==> src/rtl/byte_strip_lanes.sv <==
// Round-robin symbol striper: deals one symbol per cycle across NUM_LANES lanes and
// presents each completed (or K-flushed, padded) group as one registered output word.
module byte_strip_lanes #(
    parameter int                NUM_LANES = 4,
    parameter int                DATA_W    = 8,
    parameter logic [DATA_W-1:0] PAD_SYM   = DATA_W'(8'h7C),
    parameter logic [DATA_W-1:0] FLUSH_SYM = DATA_W'(8'hFD),
    parameter bit                PAD_EN    = 1'b1
) (
    input  logic                        CLK,
    input  logic                        RESET,
    input  logic [DATA_W-1:0]           D,
    input  logic                        DK,
    input  logic                        D_VALID,
    output logic                        D_READY,
    output logic [NUM_LANES*DATA_W-1:0] LANES,
    output logic [NUM_LANES-1:0]        DK_LANES,
    output logic [NUM_LANES-1:0]        PAD_MASK,
    output logic                        LANES_VALID,
    input  logic                        LANES_READY
);

    localparam int               PTR_W = (NUM_LANES > 1) ? $clog2(NUM_LANES) : 1;
    localparam logic [PTR_W-1:0] LAST  = PTR_W'(NUM_LANES - 1);

    logic [PTR_W-1:0]            ptr;
    logic [DATA_W-1:0]           buf_d [NUM_LANES];
    logic [NUM_LANES-1:0]        buf_k;

    logic                        accept;
    logic                        at_last;
    logic                        flush;
    logic                        close;
    logic [NUM_LANES*DATA_W-1:0] grp_d;
    logic [NUM_LANES-1:0]        grp_k;
    logic [NUM_LANES-1:0]        grp_pad;

    // Input stalls only while a held group is not being taken this cycle.
    assign D_READY = !RESET && (!LANES_VALID || LANES_READY);
    assign accept  = D_VALID && D_READY;
    assign at_last = (ptr == LAST);
    assign flush   = PAD_EN && DK && (D == FLUSH_SYM) && !at_last;
    assign close   = accept && (at_last || flush);

    // Group as it would look if closed now: stored slots, the incoming symbol, then pads.
    always_comb begin
        // NOTE: defaults first so every path assigns every bit and no latch is inferred.
        grp_d   = '0;
        grp_k   = '0;
        grp_pad = '0;
        for (int k = 0; k < NUM_LANES; k++) begin
            if (k < int'(ptr)) begin
                grp_d[k*DATA_W +: DATA_W] = buf_d[k];
                grp_k[k]                  = buf_k[k];
            end else if (k == int'(ptr)) begin
                grp_d[k*DATA_W +: DATA_W] = D;
                grp_k[k]                  = DK;
            end else begin
                grp_d[k*DATA_W +: DATA_W] = PAD_SYM;
                grp_k[k]                  = 1'b1;
                grp_pad[k]                = 1'b1;
            end
        end
    end

    // NOTE: non-blocking assignments so every register samples the pre-edge values.
    always_ff @(posedge CLK or posedge RESET) begin
        if (RESET) begin
            ptr         <= '0;
            buf_k       <= '0;
            // NOTE: the collect buffer is cleared too, so a discarded partial group leaves no stale symbols.
            for (int k = 0; k < NUM_LANES; k++) begin
                buf_d[k] <= '0;
            end
            LANES       <= '0;
            DK_LANES    <= '0;
            PAD_MASK    <= '0;
            LANES_VALID <= 1'b0;
        end else begin
            if (close) begin
                LANES       <= grp_d;
                DK_LANES    <= grp_k;
                PAD_MASK    <= grp_pad;
                LANES_VALID <= 1'b1;
                ptr         <= '0;
            end else begin
                if (LANES_VALID && LANES_READY) begin
                    LANES_VALID <= 1'b0;
                end
                if (accept) begin
                    buf_d[ptr] <= D;
                    buf_k[ptr] <= DK;
                    ptr        <= ptr + 1'b1;
                end
            end
        end
    end

endmodule
==> config.mk <==
export PLATFORM = sky130hd
export DESIGN_NAME = byte_strip_lanes
export DESIGN_NICKNAME = d
export VERILOG_FILES = /design/src/rtl/byte_strip_lanes.sv
export SDC_FILE = /design/constraint.sdc
export NUM_CORES = 1
export LEC_CHECK = 0
export BUFFER_PORTS_ARGS = -buffer_cell sky130_fd_sc_hd__buf_2
export CAP_MARGIN = 15
export CORE_UTILIZATION = 60
export DETAILED_ROUTE_END_ITERATION = 7
export GPL_ROUTABILITY_DRIVEN = 1
export GPL_TIMING_DRIVEN = 0
export PLACE_DENSITY = 0.84
export REMOVE_ABC_BUFFERS = 1
export SLEW_MARGIN = 15
export SYNTH_ARGS = -nofsm -noshare
export SYNTH_HDL_FRONTEND = slang
export SYNTH_SLANG_ARGS = --single-unit
==> constraint.sdc <==
create_clock -name CLK -period 5.2 [get_ports CLK]
set_input_delay 1.3 -clock CLK [delete_from_list [all_inputs] [get_ports CLK]]
set_output_delay 1.3 -clock CLK [all_outputs]
set_load 0.005 [all_outputs]
Word level (Yosys, flattened, before mapping). Index checks and enable logic that the tools add are counted.

Memories kept: 0. ROM bits: 0. Latch bits: 0. Word-level logic and storage cells: 73. Bits in writable memories: 0. Register bits: 79. Output and inout port bits: 42.

Divide/modulo/power cells: 0. Magnitude comparators: 7. Multiply operators: 0. Shifts and indexed selects: 0. Add/sub/neg operators: 1. Muxes and demuxes: 31. Equality and inequality tests: 5. Bitwise gates (word level): 2. Reductions and logical operators: 17.

Operators with widths (count): $mux W8 (8); $bwmux W32 (1); $mux W1 (17); $demux W8 S2 (1); $eq A8 B8 Y1 const B (1); $logic_and A1 B1 Y1 (8); $bwmux W4 (1); $eq A2 B2 Y1 const A (2); $lt A1 B2 Y1 const A (2); $mux W2 (2); $reduce_bool A2 Y1 (2); $ge A3 B3 Y1 const B (1); $logic_not A1 Y1 (3); $lt A2 B3 Y1 const B (1); $lt A3 B1 Y1 const B (1); $not A2 Y3 (1); $add A2 B1 Y2 const B (1); $demux W1 S2 (1); $eq A1 B2 Y1 const A (1); $eq A2 B2 Y1 const B (1); $ge A2 B1 Y1 const B (1); $logic_not A2 Y1 (1); $logic_or A1 B1 Y1 (2); $lt A2 B2 Y1 const A (1); 2 further kinds (2).

Logic depth before layout (Yosys ltp). Gate-level depths: netlist of run 1.

Depth in word-level cells: 7. Gate-level depth with buffers: 6.

Worst setup path before layout of run 1. OpenSTA, ideal clock, no wires.

Path type: input to output. From: in LANES_READY. To: out D_READY. Slack: 2.396 ns. Cell stages on the path: 2. Path buffers: 0. Data required time: 3.900 ns. Arrival time: 1.504 ns. Cells stage by stage: nor2b_1 > nor2_1.

Longest elaborated chain between the ends: 2.

Ends and longest elaborated chain: from (decl) (line 20) `input logic LANES_READY`; $logic_or A1 B1 Y1 (line 39) `assign D_READY = !RESET && (!LANES_VALID || LANES_READY);`; $logic_and A1 B1 Y1 (line 39); to (decl) (line 15) `output logic D_READY,`.

Every way passes these cells.

Worst setup path after layout of run 1. Same ends and word-level chain as after synthesis.

==> impl_metrics.tcl, run 1 <==
set metrics [dict create \
    wl_per_cell_um 17.22 \
    final_nets 306 \
    crit_path_frequent_cell "buf_2" \
    max-vdd-ir-drop_uv 293.7 \
    path_cells "buf_2 -> nor2b_1 -> nor2_1 -> buf_2" \
    cts-htree-levels 3 \
    cts_tree "yes" \
    slew_headroom_pct 51.76 \
    setup_viol 0 \
    syn-mean-instance-area_um2 13.70 \
    dieArea_um2 5639 \
    cts_resized 0 \
    skew_ns 0.009805 \
    cp-start-kind "input pin" \
    grt_max_degree 56 \
    dpl.hpwl_um 3992 \
    min-delay-start "LANES[26]" \
    timing.rr.end "LANES[21]" \
    post-route-period-util_pct 59.70 \
    vias_per_cell 5.624 \
    io_buffers 53 \
    hold_viol_final 0 \
    dpl-instance-area_um2 3521 \
    tightest_slew_ns 0.7205 \
    grt-ovfl-total 0 \
    drive_above_1_share_pct 47.95 \
    initial_core_util_pct 62.37 \
    finalPower_uw 2192 \
    hold_end "LANES[26]" \
    rsz0062_at_grt "false" \
    internal-power_uw 1528 \
    final_core_util_pct 72.25 \
    gp_congestion 0.8209 \
    synth_top_area_share_pct 53.86 \
    synthCells 234 \
    hold_buffers 0 \
    r2r_slack_ns 2.68 \
    clkPwrFrac_pct 19.7 \
    power_density_nw_per_um2 590.4 \
    power.switching_uw 664.6 \
    cp.required_ns 3.90 \
    ys_seq_area_share_pct 53.86 \
    grt_pass1_wl_um 10110 \
    path_class "in -> out" \
    vias 2036 \
    clockBufferDepth 2 \
    drt_iter0_markers 113 \
    rows 26 \
    detail-route-antenna-nets 0 \
    cts_sinks 69 \
    antenna_found_initial 0 \
    power.share.switching_pct 30.31 \
    drv_cap 0 \
    post_cts_buffers 0 \
    io_pins 55 \
    worstPathMaxFanout 3 \
    core_area_um2 5140 \
    clk_pin_slew_ns 0.07 \
    clk-insertion-delay-late_ns 0.34 \
    reg2regPathDepth 5 \
    hold_slack_ns 0.4856 \
    status "finished clean" \
    yosysUniqueCellTypes 29 \
    routed_wl_um 6233 \
    drtPass1Iterations 4 \
    maxSlewViolCount 0 \
    slowest_delay_ns 0.21 \
    die_w_um 75.10 \
    yosysWarnings 0 \
    ys_ff_latch 69 \
    r2r_start "LANES_VALID" \
    diodes 0 \
    period_minus_slack_ns 3.104 \
    ctsRootBufferMaster "clkbuf_8" \
    tns_ns 0 \
    grt_pass1_vias 2033 \
    cp.arrival_ns 1.80 \
    drc 0 \
    synth.largest_area_cell "dfrtp_1" \
    area.growth.synth_to_final_pct 15.85 \
    clock.fmax_mhz 322.1 \
    pwr-share-seq_pct 43.3 \
    numCtsBuffers 9 \
    cp_slowest_cell "nor2b_1" \
    finalInstanceArea_um2 3714 \
    track_usage_pct 24.70 \
    die_height_um 75.10 \
    synthesis.area_um2 3206 \
    whs_path_depth 1 \
    power_leakage_uw 0.001717 \
    netlist_top_cells_area "dfrtp_1 (54%), mux2_2 (14%), mux2_4 (11%)" \
    pwr-share-comb_pct 36.9 \
    cp-end-kind "primary output" \
    hp-class "reg -> reg" \
]
==> critical path: cells and delay by family <==
family | cells | cell delay (ns)
buffers and inverters | 2 | 0.23
and+or+nand+nor | 2 | 0.27
==> placed cells by master, fill, tap and decap left out, drive strengths merged, types with 3 or more instances in the layout <==
cell type / count
ha: 5
mux2: 65
o22a: 6
nor2: 9
nand3: 5
nor2b: 8
dfrtp: 69
o21ai: 14
a22o: 3
buf: 55
nand2: 19
clkbuf: 14
a2bb2oi: 6
==> state kept, by name, indices dropped and copies added, names as in the netlist <==
signal,count
LANES,32
buf_d,24
DK_LANES,4
PAD_MASK,3
buf_k,3
ptr,2
LANES_VALID,1
==> layout make-up <==
| type | instances | area, um2 |
|---|---|---|
| Clock inverter | 1 | 30.03 |
| Sequential cell | 69 | 1727 |
| Clock buffer | 14 | 162.7 |
| Multi-Input combinational cell | 150 | 1380 |
| Tap cell | 70 | 87.58 |
| Fill cell | 378 | 1426 |
| Timing Repair Buffer | 55 | 312.8 |
| Inverter | 3 | 13.76 |
==> per-layer routing <==
metal / track usage [%] / routed length [um] / share of wire, % / vias to the layer above
li1: - / - / - / 933
met4: 13.00 / 111 / 1.8 / 0
met3: 4.418 / 218 / 3.5 / 11
met1: 33.98 / 2879 / 46 / 1041
met5: 0 / 0 / 0 / -
met2: 37.64 / 3023 / 48 / 51
==> worst max path at each step <==
stage / startpoint / to / slack [ns] / cells after the start
floorplan: LANES_READY / LANES[19] / 1.07 / 4
global placement: LANES_READY / LANES[19] / 0.37 / 5
detailed placement: RESET / LANES[22] / 1.77 / 5
CTS: LANES_READY / D_READY / 2.10 / 4
global route: LANES_READY / LANES[23] / 1.95 / 6
finish: LANES_READY / D_READY / 2.10 / 4
==> power by group through the flow <==
stage          combinational [uW]  sequential, uW  clock (uW)
2_1_floorplan                 538             940           0
3_3_place_gp                  779             937           0
3_5_place_dp                  808             953           0
4_1_cts                       818             950         439
5_1_grt                       891             983         455
6_report                      809             950         433
==> cell families (layout without fill, tap and decap cells) <==
family                     Yosys count  in the layout  share of synthesized area (%)
DFF                                 69             69                          53.86
other                                1              1                         0.1170
buffers and inverters               15             73                          3.396
muxes                               65             65                          25.64
and+or+nand+nor                     48             48                          7.806
AOI/OAI and AO/OA                   31             31                          7.221
adders and majority gates            5              5                          1.952
==> synthesized netlist by cell type <==
cell type,number
and2_1,2
dfrtp_1,69
o21ai_0,14
a31oi_4,1
clkinv_1,1
nor3b_1,1
inv_1,2
nand3_2,3
a2bb2oi_1,6
a41oi_1,1
ha_1,5
nand2_1,19
mux2_4,24
nor2b_2,1
nor2b_1,7
and3_1,1
buf_6,2
a22o_1,3
buf_12,2
conb_1,1
nand2b_1,2
buf_4,1
clkbuf_1,6
nand3_1,2
mux2_2,41
nor2_1,9
o22a_1,6
buf_2,1
and4b_4,1
==> per-stage QoR <==
| step | std cells | setup slack (ns) |
|---|---|---|
| after floorplan | 222 | 1.065 |
| after global placement | 345 | 0.3657 |
| after detailed placement | 347 | 1.774 |
| after CTS | 362 | 2.101 |
| after global routing | 362 | 1.952 |
| final | 362 | 2.096 |
No activity file was read; power rests on OpenSTA's default activity.
==> inputs of run 2 (changes only) <==
- CORE_UTILIZATION: 60 -> 50
- PLACE_DENSITY: 0.84 -> 0.74
- clock period: 5.2 -> 2.7 ns (I/O delays scaled with it)
==> run 2 against run 1 <==
Compared with the run above: setup slack worse by 1.8 ns; utilization is 10 points lower; largest cell class unchanged; power is 94% higher; clock power is 100% higher; combinational power is 92% higher; register-to-register slack worse by 2.4 ns; highest routed layer unchanged; first-iteration DRC count is 13% lower; critical endpoint is now buf_d[30].
==> impl_metrics.tcl, run 2 (synthesized netlist as in run 1, its figures left out) <==
set metrics [dict create \
    clockBufferDepth 2 \
    pre_cts_ws_ns -0.2497 \
    hp-class "in -> async" \
    cp.required_ns 2.92 \
    detail-route-antenna-nets 0 \
    cts_tree "yes" \
    die_height_um 82.07 \
    hold_viol_final 0 \
    hold_slack_ns 0.3005 \
    tns_ns 0 \
    grt_max_degree 52 \
    drt_iter0_markers 98 \
    status "finished clean" \
    cts_sinks 69 \
    cts_resized 0 \
    cp.arrival_ns 2.61 \
    cp-end-kind "flip-flop" \
    final_nets 309 \
    cp_slowest_cell "dfrtp_1" \
    area.growth.synth_to_final_pct 17.56 \
    grt_pass1_wl_um 10060 \
    gp_congestion 0.7540 \
    cp-start-kind "flip-flop" \
    slew_headroom_pct 50.57 \
    io_buffers 53 \
    setup_viol 0 \
    dpl.hpwl_um 4052 \
    stdcell_count 371 \
    clk_pin_slew_ns 0.07 \
    layout_common_cells "dfrtp_1 (69), buf_2 (53), mux2_2 (41), mux2_4 (24), nand2_1 (19)" \
    rsz0062_at_grt "false" \
    skew_ns 0.008051 \
    track_usage_pct 20.91 \
    drive_above_1_share_pct 49.32 \
    grt-ovfl-total 0 \
    routed_wl_um 6148 \
    cts-htree-levels 3 \
    path_class "reg -> reg" \
    grt_pass1_vias 2021 \
    path_cells "clkinv_1 -> ha_1 -> nand3_2 -> mux2_2" \
    top_register "LANES" \
    drc 0 \
    clock.fmax_mhz 418.5 \
    antenna_found_initial 0 \
    vias 2003 \
    numCtsBuffers 9 \
    slowest_delay_ns 0.69 \
    ctsRootBufferMaster "clkbuf_8" \
    reg.largest.list "LANES (32), buf_d (24), DK_LANES (4)" \
    core_area_um2 6061 \
    io_pins 55 \
    rows 28 \
    vias_per_cell 5.399 \
    largest_register_ffs 32 \
    period_minus_slack_ns 2.390 \
    clk-insertion-delay-late_ns 0.34 \
    drtPass1Iterations 4 \
    tightest_slew_ns 0.7382 \
    drv_cap 0 \
    power_density_nw_per_um2 1126 \
    diodes 0 \
    max-vdd-ir-drop_uv 664.9 \
    dieArea_um2 6735 \
    die_w_um 82.07 \
    finalWorstSetupSlack_ns 0.3104 \
    worstPathMaxFanout 17 \
    post-route-period-util_pct 88.50 \
    final_common_cell "dfrtp_1" \
    power_leakage_uw 0.001745 \
    wl_per_cell_um 16.57 \
    initial_core_util_pct 52.89 \
    maxSlewViolCount 0 \
    dpl.cell_count 352 \
]
run 2: changes by cell type in the layout (fill, tap and decap cells not counted), sizes merged:
| cell | change |
|---|---|
| buf | +3 |
| clkbuf | -1 |
| clkinv | +1 |
| clkinvlp | +1 |
run 2: metrics by stage:
step	cell area (um2)	total power [uW]	utilization, %
after floorplan	3108	2846	-
after global placement	3467	3307	57.20
after detailed placement	3535	3387	58.32
after CTS	3746	4284	61.81
after global routing	3769	4525	62.18
final	3769	4243	62.18
run 2: repair_timing:
item	4_1_cts	5_1_grt
hold buffers	0	0
setup endpoints to repair	0	14
setup buffers	0	3
run 2: area by class of cell:
cell class	count	area, um2
Fill cell	503	2292
Sequential cell	69	1727
Multi-Input combinational cell	150	1380
Timing Repair Buffer	58	342.8
Clock buffer	13	168.9
Tap cell	75	93.84
Clock inverter	3	42.54
Inverter	3	13.76
run 2: critical path: cells and delay by family, from the launching register on:
family	cells	cell delay, ns
and+or+nand+nor	1	0.30
muxes	1	0.37
buffers and inverters	1	0.41
adders and majority gates	1	0.50
DFF	1	0.69
run 2: path summary, 6_finish.rpt:
kind	start	slack (ns)	depth (start not counted)	to
worst max-delay path	ptr[1]	0.31	4	buf_d[30]
worst min-delay path	RESET	0.30	2	LANES[11]
worst max register to register	ptr[1]	0.31	4	buf_d[30]
worst min register to register	LANES[27]	0.49	1	LANES[27]
max in group asynchronous	RESET	1.88	3	DK_LANES[0]
min in group CLK	LANES[27]	0.49	1	LANES[27]
run 2: where the power goes:
group | internal, uW | leakage, uW | total, uW | switching, uW
sequential | 1530 | 0.000835 | 1810 | 283
combinational | 941 | 0.000804 | 1550 | 607
clock | 501 | 0.000106 | 880 | 379
run 2: routing by layer:
metal | global-route usage [%] | part of all wire, % | wire [um] | vias up
li1 | - | - | - | 945
met1 | 28.25 | 47 | 2872 | 996
met2 | 31.49 | 46 | 2857 | 54
met3 | 6.444 | 5.5 | 340 | 8
met4 | 7.895 | 1.3 | 77 | 0
met5 | 0 | 0 | 0 | -
